$ cat src/rtl/pacman_pkg.sv
// Shared encodings and timing constants for the maze game logic.
package pacman_pkg;

  typedef enum logic [1:0] {
    MODE_SCATTER = 2'b00,
    MODE_CHASE   = 2'b01,
    MODE_FRIGHT  = 2'b10
  } mode_e;

  typedef enum logic [1:0] {
    UP    = 2'b00,
    RIGHT = 2'b01,
    DOWN  = 2'b10,
    LEFT  = 2'b11
  } dir_e;

  typedef enum logic [1:0] {
    BLINKY = 2'd0,
    PINKY  = 2'd1,
    INKY   = 2'd2,
    CLYDE  = 2'd3
  } ghost_e;

  // 25 MHz system clock divided down to the 60 Hz game tick
  localparam int TICK_DIV_60HZ = 416_666;

endpackage

$ cat src/rtl/game_tick_gen.sv
// Free-running divider producing a one-cycle strobe every TICK_DIV+1 clocks.
module game_tick_gen #(
  parameter int TICK_DIV = pacman_pkg::TICK_DIV_60HZ
) (
  input  logic clk,
  input  logic reset,
  output logic tick
);

  localparam int W = (TICK_DIV < 1) ? 1 : $clog2(TICK_DIV + 1);

  logic [W-1:0] tickDiv;

  assign tick = (tickDiv == W'(TICK_DIV));

  always_ff @(posedge clk) begin
    if (reset)     tickDiv <= '0;
    else if (tick) tickDiv <= '0;
    else           tickDiv <= tickDiv + W'(1);
  end

endmodule

$ cat src/rtl/ghost_mode_scheduler.sv
// Global ghost controller: scatter/chase phase table, frightened timer and
// ghost-house release sequencing, all advancing on the 60 Hz game tick.
module ghost_mode_scheduler
  import pacman_pkg::*;
#(
  parameter int TICK_DIV     = TICK_DIV_60HZ,
  parameter int SCATTER_A    = 420,
  parameter int SCATTER_B    = 300,
  parameter int CHASE_T      = 1200,
  parameter int FRIGHT_TICKS = 360,
  parameter int FLASH_TICKS  = 120,
  parameter int INKY_DOTS    = 30,
  parameter int CLYDE_DOTS   = 60,
  parameter int IDLE_TICKS   = 240
) (
  input  logic       clk,
  input  logic       reset,
  input  logic       freeze,
  input  logic       dotEaten,
  input  logic       powerEaten,
  output logic [1:0] mode,
  output logic       frightFlash,
  output logic       reverseReq,
  output logic [3:0] ghostRelease,
  output logic [2:0] phaseIdx
);

  localparam int PHASE_MAX = (CHASE_T > SCATTER_A) ?
                             ((CHASE_T > SCATTER_B) ? CHASE_T : SCATTER_B) :
                             ((SCATTER_A > SCATTER_B) ? SCATTER_A : SCATTER_B);
  localparam int PC_W = $clog2(PHASE_MAX + 1);
  localparam int FT_RAW = $clog2(FRIGHT_TICKS + 1);
  localparam int FT_W = (FT_RAW < 4) ? 4 : FT_RAW;
  localparam int IC_W = (IDLE_TICKS < 2) ? 1 : $clog2(IDLE_TICKS);

  logic            tick, advance;
  logic [PC_W-1:0] phaseCnt, phaseCntNext;
  logic [2:0]      phaseIdxNext;
  logic            phaseExpire;
  logic [FT_W-1:0] frightTimer, frightNext;
  logic            frightEntry, flashNext;
  mode_e           modeNext;
  logic [2:0]      waitIdx, waitIdxNext;
  logic [6:0]      dotCnt, dotCntNext;
  logic [IC_W-1:0] idleCnt, idleCntNext;
  logic [3:0]      relNext;
  logic            relFire;

  function automatic logic [PC_W-1:0] phaseDur(input logic [2:0] idx);
    case (idx)
      3'd0, 3'd2: phaseDur = PC_W'(SCATTER_A);
      3'd4, 3'd6: phaseDur = PC_W'(SCATTER_B);
      default:    phaseDur = PC_W'(CHASE_T);
    endcase
  endfunction

  function automatic logic [6:0] relThr(input logic [2:0] idx);
    case (idx)
      3'd1:    relThr = 7'd0;
      3'd2:    relThr = 7'(INKY_DOTS);
      default: relThr = 7'(CLYDE_DOTS);
    endcase
  endfunction

  game_tick_gen #(.TICK_DIV(TICK_DIV)) uTick (
    .clk  (clk),
    .reset(reset),
    .tick (tick)
  );

  assign advance = tick && !freeze;

  always_comb begin
    phaseIdxNext = phaseIdx;
    phaseCntNext = phaseCnt;
    phaseExpire  = 1'b0;
    // phase table pauses while frightened; the last phase is endless chase
    if (advance && frightTimer == '0 && phaseIdx != 3'd7) begin
      if (phaseCnt == phaseDur(phaseIdx) - PC_W'(1)) begin
        phaseIdxNext = phaseIdx + 3'd1;
        phaseCntNext = '0;
        phaseExpire  = 1'b1;
      end else begin
        phaseCntNext = phaseCnt + PC_W'(1);
      end
    end

    frightNext = frightTimer;
    if (powerEaten)                         frightNext = FT_W'(FRIGHT_TICKS);
    else if (advance && frightTimer != '0)  frightNext = frightTimer - FT_W'(1);
    frightEntry = powerEaten && (frightTimer == '0);

    modeNext  = (frightNext != '0) ? MODE_FRIGHT :
                (phaseIdxNext[0] ? MODE_CHASE : MODE_SCATTER);
    flashNext = (frightTimer != '0) && (frightTimer <= FT_W'(FLASH_TICKS)) && frightTimer[3];

    relFire = (waitIdx < 3'd4) &&
              ((dotCnt >= relThr(waitIdx)) ||
               (advance && idleCnt == IC_W'(IDLE_TICKS - 1)));
    relNext     = ghostRelease;
    waitIdxNext = waitIdx;
    dotCntNext  = dotCnt;
    idleCntNext = idleCnt;
    if (relFire) begin
      relNext[waitIdx[1:0]] = 1'b1;
      waitIdxNext = waitIdx + 3'd1;
      dotCntNext  = '0;
      idleCntNext = '0;
    end else begin
      if (dotEaten && dotCnt != 7'h7F) dotCntNext = dotCnt + 7'd1;
      if (dotEaten)                    idleCntNext = '0;
      else if (advance && idleCnt != IC_W'(IDLE_TICKS - 1))
                                       idleCntNext = idleCnt + IC_W'(1);
    end
  end

  always_ff @(posedge clk) begin
    if (reset) begin
      phaseIdx     <= 3'd0;
      phaseCnt     <= '0;
      frightTimer  <= '0;
      mode         <= MODE_SCATTER;
      frightFlash  <= 1'b0;
      reverseReq   <= 1'b0;
      ghostRelease <= 4'b0001;
      waitIdx      <= 3'd1;
      dotCnt       <= '0;
      idleCnt      <= '0;
    end else begin
      phaseIdx     <= phaseIdxNext;
      phaseCnt     <= phaseCntNext;
      frightTimer  <= frightNext;
      mode         <= modeNext;
      frightFlash  <= flashNext;
      reverseReq   <= phaseExpire || frightEntry;
      ghostRelease <= relNext;
      waitIdx      <= waitIdxNext;
      dotCnt       <= dotCntNext;
      idleCnt      <= idleCntNext;
    end
  end

endmodule

$ cat config.mk
export PLATFORM = sky130hd
export DESIGN_NAME = ghost_mode_scheduler
export DESIGN_NICKNAME = d
export VERILOG_FILES = /design/src/rtl/pacman_pkg.sv /design/src/rtl/game_tick_gen.sv /design/src/rtl/ghost_mode_scheduler.sv
export SDC_FILE = /design/constraint.sdc
export NUM_CORES = 1
export LEC_CHECK = 0
export ABC_AREA = 1
export ABC_CLOCK_PERIOD_IN_PS = 2300
export CELL_PAD_IN_SITES_DETAIL_PLACEMENT = 0
export CELL_PAD_IN_SITES_GLOBAL_PLACEMENT = 1
export CORE_UTILIZATION = 44
export CTS_CLUSTER_SIZE = 24
export DETAILED_ROUTE_END_ITERATION = 8
export GPL_TIMING_DRIVEN = 0
export PLACE_DENSITY = 0.78
export SLEW_MARGIN = 10
export SYNTH_ARGS = -nofsm -noshare
export SYNTH_HDL_FRONTEND = slang
export SYNTH_SLANG_ARGS = --single-unit
$ cat constraint.sdc
create_clock -name clk -period 2.3 [get_ports clk]
set_input_delay 0.46 -clock clk [delete_from_list [all_inputs] [get_ports clk]]
set_output_delay 0.46 -clock clk [all_outputs]
set_load 0.005 [all_outputs]
== Word-level counts from Yosys, hierarchy flattened ==
Cells that the tools add are included.

* Magnitude comparators: 5
* Add/subtract/negate cells: 8
* Equality and inequality tests: 11
* Multiplexer cells: 14
* Bitwise gates (word level): 1
* Reduce and logical (&&, ||, !) cells: 26

{| class="wikitable"
|+ Operator list
! cell !! number
|-
| two-way mux 11 bit || 2
|-
| case mux 11 bit (2 select lines) || 1
|-
| adder 19 x 1 -> 19 bit, second input constant || 1
|-
| equality test 19 bit, second input constant || 1
|-
| two-way mux 9 bit || 2
|-
| nonzero test 9 bit || 2
|-
| logical AND 1 bit || 12
|-
| case mux 6 bit (2 select lines) || 1
|-
| adder 11 x 1 -> 11 bit, second input constant || 1
|-
| equality test 11 bit || 1
|-
| subtractor 11 x 1 -> 11 bit, second input constant || 1
|-
| OR reduction 2 bit || 5
|-
| <= comparator 9 x 7 -> 1 bit, second input constant || 1
|-
| zero test 9 bit || 1
|-
| subtractor 9 x 1 -> 9 bit, second input constant || 1
|-
| adder 8 x 1 -> 8 bit, second input constant || 1
|-
| equality test 8 bit, second input constant || 1
|-
| != test 8 bit, second input constant || 1
|-
| adder 7 x 1 -> 7 bit, second input constant || 1
|-
| greater-or-equal comparator 7 bit || 1
|-
| != test 7 bit, second input constant || 1
|-
| adder 3 x 1 -> 3 bit, second input constant || 2
|-
| equality test 3 x 2 -> 1 bit, second input constant || 2
|-
| equality test 3 bit, second input constant || 2
|-
| other kinds (14) || 20
|}

* Input bits: 5
* Output and inout bits: 11
* Word-level logic and storage cells: 78
* Bits in registers: 68

== Depth between registers and ports, before layout ==
* Depth in word-level cells: 11
* Mapped depth: 15
* Gate-level depth less buffers: 15

== Cells and area by module ==
A second synthesis with hierarchy kept.

* Cell total of the unflattened synthesis: 559
* Area, all modules: 4041.4 µm²

{| class="wikitable"
|+ By module, submodules not included
! module !! cells each !! instances !! area an instance (µm²) !! seq. area each (µm²)
|-
| ghost_mode_scheduler || 405 || 1 || 2934.1 || 980.9
|-
| game_tick_gen || 154 || 1 || 1107.3 || 380.4
|}

== Worst setup path before layout ==
No wires, ideal clock.

* Kind: reg2reg
* Start: register waitIdx[0]
* End: register idleCnt[0]
* Arrival: 2.003 ns
* Slack: 0.227 ns
* Period minus slack after synthesis: 2.073 ns
* Stages on the path, launching flop included: 14
* Library setup time: 0.070 ns
* Data required time: 2.230 ns
* Path buffers: 0
* Cells stage by stage: dfxtp_1 -> inv_1 -> ha_1 -> nor3_1 -> ha_1 -> inv_1 -> nor2_1 -> nor2_1 -> o221ai_1 -> nor2_1 -> o21ai_2 -> nand2_2 -> nand3_4 -> a21oi_1

* Word-level cells in the longest chain between the ends: 6
* Elaborated cells on any way between the ends: 8
* Those cells by class: order compare (2); eq/ne (2); mux (1); reduce/logical (3)

{| class="wikitable"
|+ RTL lines
! element !! line !! RTL
|-
| start, declared || ghost_mode_scheduler.sv:43 || <nowiki>logic [2:0] waitIdx, waitIdxNext;</nowiki>
|-
| start signal, assigned || ghost_mode_scheduler.sv:137 || <nowiki>waitIdx <= waitIdxNext;</nowiki>
|-
| equality test 3 x 2 -> 1 bit or equality test 3 x 1 -> 1 bit (tied branches) || ghost_mode_scheduler.sv:58 || <nowiki>case (idx)</nowiki>
|-
| case mux 6 bit (2 select lines) || ghost_mode_scheduler.sv:58 ||
|-
| greater-or-equal comparator 7 bit || ghost_mode_scheduler.sv:98 || <nowiki>((dotCnt >= relThr(waitIdx)) ||</nowiki>
|-
| logical OR 1 bit || ghost_mode_scheduler.sv:98 ||
|-
| logical AND 1 bit (*) || ghost_mode_scheduler.sv:97 || <nowiki>relFire = (waitIdx < 3'd4) &&</nowiki>
|-
| OR reduction 3 bit (no source line) (*) || -- ||
|-
| end signal, assigned || ghost_mode_scheduler.sv:139 || <nowiki>idleCnt <= idleCntNext;</nowiki>
|-
| end, declared || ghost_mode_scheduler.sv:45 || <nowiki>logic [IC_W-1:0] idleCnt, idleCntNext;</nowiki>
|}

Mark *: on every way between the ends. The rest lies on a longest branch, timed or not.
A chain may end at the register's enable or synchronous reset.

== Final worst setup path ==
* Start: register waitIdx[0]
* End: register idleCnt[6]

The elaborated chain is that of the path after synthesis.

==> summary.md <==
| Metric | Value |
|---|---|
| FF-to-FF End | `idleCnt[6]` |
| DRC | `0` |
| Clock buffer depth | `2` |
| Post-DP HPWL | `6.501 mm` |
| Initial antenna violation count | `0` |
| WP buf/inv | `2` |
| Final Skew | `0.008202 ns` |
| Kind of cell adding the most delay to the critical path | `simple AND/OR/NAND/NOR gates` |
| Leading area contributor after synthesis | `dfxtp_1` |
| Area of the core | `0.008678 sq mm` |
| Syn_area_per_cell | `roughly 6.8 sq um` |
| Post-Syn Nets | `~600` |
| FF+latch count, synth | `68` |
| Worst R2R Path Depth | `13` |
| Crit-path slowest cell | `dfxtp_4` |
| Final setup violation count | `0` |
| Mapped Cells | `572` |
| Simple-gate area share of the yosys netlist | `0.3690` |
| Achievable Freq | `0.4568 GHz` |
| Clock transition at path regs | `approximately 0.07 ns` |
| Full die area | `around 0.0093 sq mm` |
| Cell area after synthesis | `around 0.004 sq mm` |
| Max VDD drop | `0.0003420 V` |
| Mux contribution to synthesized area | `0` |
| Post-CTS Hold Buffers | `0` |
| Compound-Gate Fraction of Synth Area | `0.08403` |
| Crit path DAT | `2.47 ns` |
| Violation count after the first detailed-routing iteration | `117` |
| Critical path class | `reg2reg` |
| Commonest non-fill, non-tap cell in the layout | `nand2_1` |
| Via count | `3551` |
| Slew headroom | `0.5763` |
| TritonCTS clock tree | `built` |
| Worst path max stage delay | `0.39 ns` |
| Clock latency on the worst-skew pair | `between 0.3 and 0.4 ns` |
| Reg2Reg Setup Slack | `around 0.11 ns` |
| Clock sink total | `68` |
| Layout Nets | `630` |
| PwrDens | `713.0 mW/mm^2` |
| Crit-path cells | `inv_4 -> ha_4 -> nor3_4 -> ha_4 -> inv_2 -> nor2_2 -> nor2_1 -> o221ai_1 -> nor2_1 -> o21ai_2 -> nand2_4 -> nand3_4 -> a21oi_2` |
| Post-synthesis sequential area ratio | `0.3476` |
| Post-synthesis cell type count | `36` |
| Origin of the critical flop-to-flop path | `waitIdx[0]` |
| Gpl congestion | `0.8351` |
| Most frequent cells in the layout | `nand2_1 (107), inv_1 (87), nor2_1 (85), dfxtp_1 (66), nand3_1 (39)` |
| Number of port buffers | `15` |
| I/O pin count | `16` |
| Syn-to-layout area delta | `16.68%` |
| Root Driver | `clkbuf_8` |
| Post-synthesis xor/xnor area fraction | `0.03546` |
| RSZ-0062 raised after global routing | `true` |
| Total CTS buffers | `9` |
| WL final | `8.546 mm` |
| Pin count of the biggest net entering global routing | `12` |
| First-pass GRT wire length | `14.43 mm` |
| Initial core utilization | `0.4513` |
| Startpoint Class | `register` |
| Leak | `1.917 nW` |
| Critical path endpoint category | `register` |
| Drt pass-1 iters | `4` |
| Average wire per cell in the routed design | `11.90 um` |
| Worst path required time | `2.58 ns` |
| Status | `finished, final reports clean` |
| Worst min path class | `reg2reg` |
| Synth warn | `0` |
| Fin crit period | `2.189 ns` |
| Share of layout cells above drive strength 1 | `0.1311` |
| Row cnt | `34` |
| Slew Viols, Final | `0` |
| HP Start | `ghostRelease[3]` |
| Largest family of logic cells by synthesized area | `simple AND/OR/NAND/NOR gates` |
| Chip Width | `96.34 um` |
| Max Cap Viol | `0` |
| Largest cells by area after synthesis | `dfxtp_1 (35%), nand2_1 (10%), inv_1 (8.8%), nor2_1 (8.2%), ha_1 (6.4%)` |
| Vias/cell | `4.946` |
| Ant. Diodes | `0` |
| DIE HEIGHT | `96.34 um` |
| Final hold violations | `0` |
| Gr usage total | `0.2013` |
| Vias in the first global route | `3256` |
| H-Tree Depth | `3` |
| Synth Area in Adders | `0.06390` |
| Worst Tran Pin Value | `around 0.64 ns` |
| Synth top area share | `0.3476` |
| Final ANT Viol Nets | `0` |
| CP Max Fanout | `8` |
| Hold Path Sink | `ghostRelease[3]` |
| Hold Path Stages | `2` |
| Congestion Overflow GR | `0` |
| Period utilisation layout | `0.9518` |
| Total power | `0.003258 W` |
| Final hold slack | `0.4509 ns` |
-- cell type report --
type                            instances  area [sq um]
Timing Repair Buffer                   22         202.7
Fill cell                             900          4109
Clock inverter                          4         97.59
Multi-Input combinational cell        400          2236
Sequential cell                        68          1369
Tap cell                              108         135.1
Buffer                                  4         16.27
Inverter                              100         377.9
Clock buffer                           12         135.1
-- worst reg2reg max path: stages, from the launching register on --
cell	delay, ns
dfxtp_4	0.39
inv_4	0.04
ha_4	0.16
nor3_4	0.24
ha_4	0.25
inv_2	0.05
nor2_2	0.03
nor2_1	0.13
o221ai_1	0.13
nor2_1	0.16
o21ai_2	0.12
nand2_4	0.12
nand3_4	0.15
a21oi_2	0.15
-- power breakdown --
part	internal [W]	leakage [nW]	switching [W]
sequential	0.00124	0.552	0.0000592
clock	0.000722	0.111	0.000458
combinational	0.000331	1.25	0.000448
-- state kept, by name (all words and copies together), names as in the netlist, 2 cells and up --
register / count
uTick.tickDiv: 19
mode: 2
ghostRelease: 4
frightTimer: 9
phaseCnt: 11
idleCnt: 8
dotCnt: 7
phaseIdx: 3
waitIdx: 3
-- metal layers --
| metal | vias up | share of wire | global-route usage |
|---|---|---|---|
| met4 | 0 | 0.013 | 0.07108 |
| met5 | - | 0 | 0 |
| met3 | 9 | 0.033 | 0.03633 |
| met1 | 1601 | 0.49 | 0.2650 |
| met2 | 54 | 0.47 | 0.3292 |
| li1 | 1887 | - | - |
-- synth_stat cells --
library cell,number
a211oi_1,3
a21oi_1,32
a21oi_2,1
a41oi_1,1
buf_2,1
clkbuf_1,3
clkinv_1,1
dfxtp_1,68
ha_1,20
inv_1,92
inv_2,7
nand2_1,107
nand2_2,12
nand2_4,1
nand3_1,39
nand3_4,3
nand3b_1,1
nand4_1,23
nor2_1,86
nor2_2,7
nor2_4,6
nor3_1,12
nor3_2,1
nor3_4,1
nor4_1,2
o21a_1,2
o21ai_0,15
o21ai_1,3
o21ai_2,1
o221ai_1,1
o22ai_1,1
or2_0,1
or2_2,3
xnor2_1,4
xnor2_2,1
xor2_1,10
-- repair_timing --
item,in CTS,in global routing
setup endpoints to repair,18,19
pin swaps,2,9
gates resized for setup,2,21
setup buffers,0,7
-- cells by family (layout without fill, tap and decap cells) --
family	after synthesis	count (layout)
AO/OA/AOI/OAI	60	60
AND/OR/NAND/NOR	305	305
adder cells (fa/ha/maj)	20	20
buffers and inverters	104	142
flip-flops	68	68
XOR/XNOR	15	15
-- how the worst max path moves through the flow --
| stage | start | slack [ns] | to | cells past startpoint |
|---|---|---|---|---|
| after floorplan | waitIdx[0] | 0.23 | idleCnt[0] | 13 |
| after global placement | reset | -0.09 | frightFlash | 5 |
| after detailed placement | waitIdx[0] | -0.13 | idleCnt[0] | 13 |
| after CTS | waitIdx[1] | 0.002 | idleCnt[0] | 14 |
| after global routing | waitIdx[0] | -0.04 | idleCnt[6] | 13 |
| final | waitIdx[0] | 0.11 | idleCnt[6] | 13 |
-- per-stage QoR --
step           utilization  std cells  area, sq um  TNS [ns]  worst slack [ns]
2_1_floorplan            -        572         3916         0            0.2267
3_3_place_gp        0.4841        695         4202    -1.022          -0.08677
3_5_place_dp        0.4841        695         4202    -1.604           -0.1291
4_1_cts             0.5117        711         4441         0          0.001724
5_1_grt             0.5265        718         4569   -0.1379          -0.04118
6_report            0.5265        718         4569         0            0.1109
No activity file was read; power rests on OpenSTA's default activity.
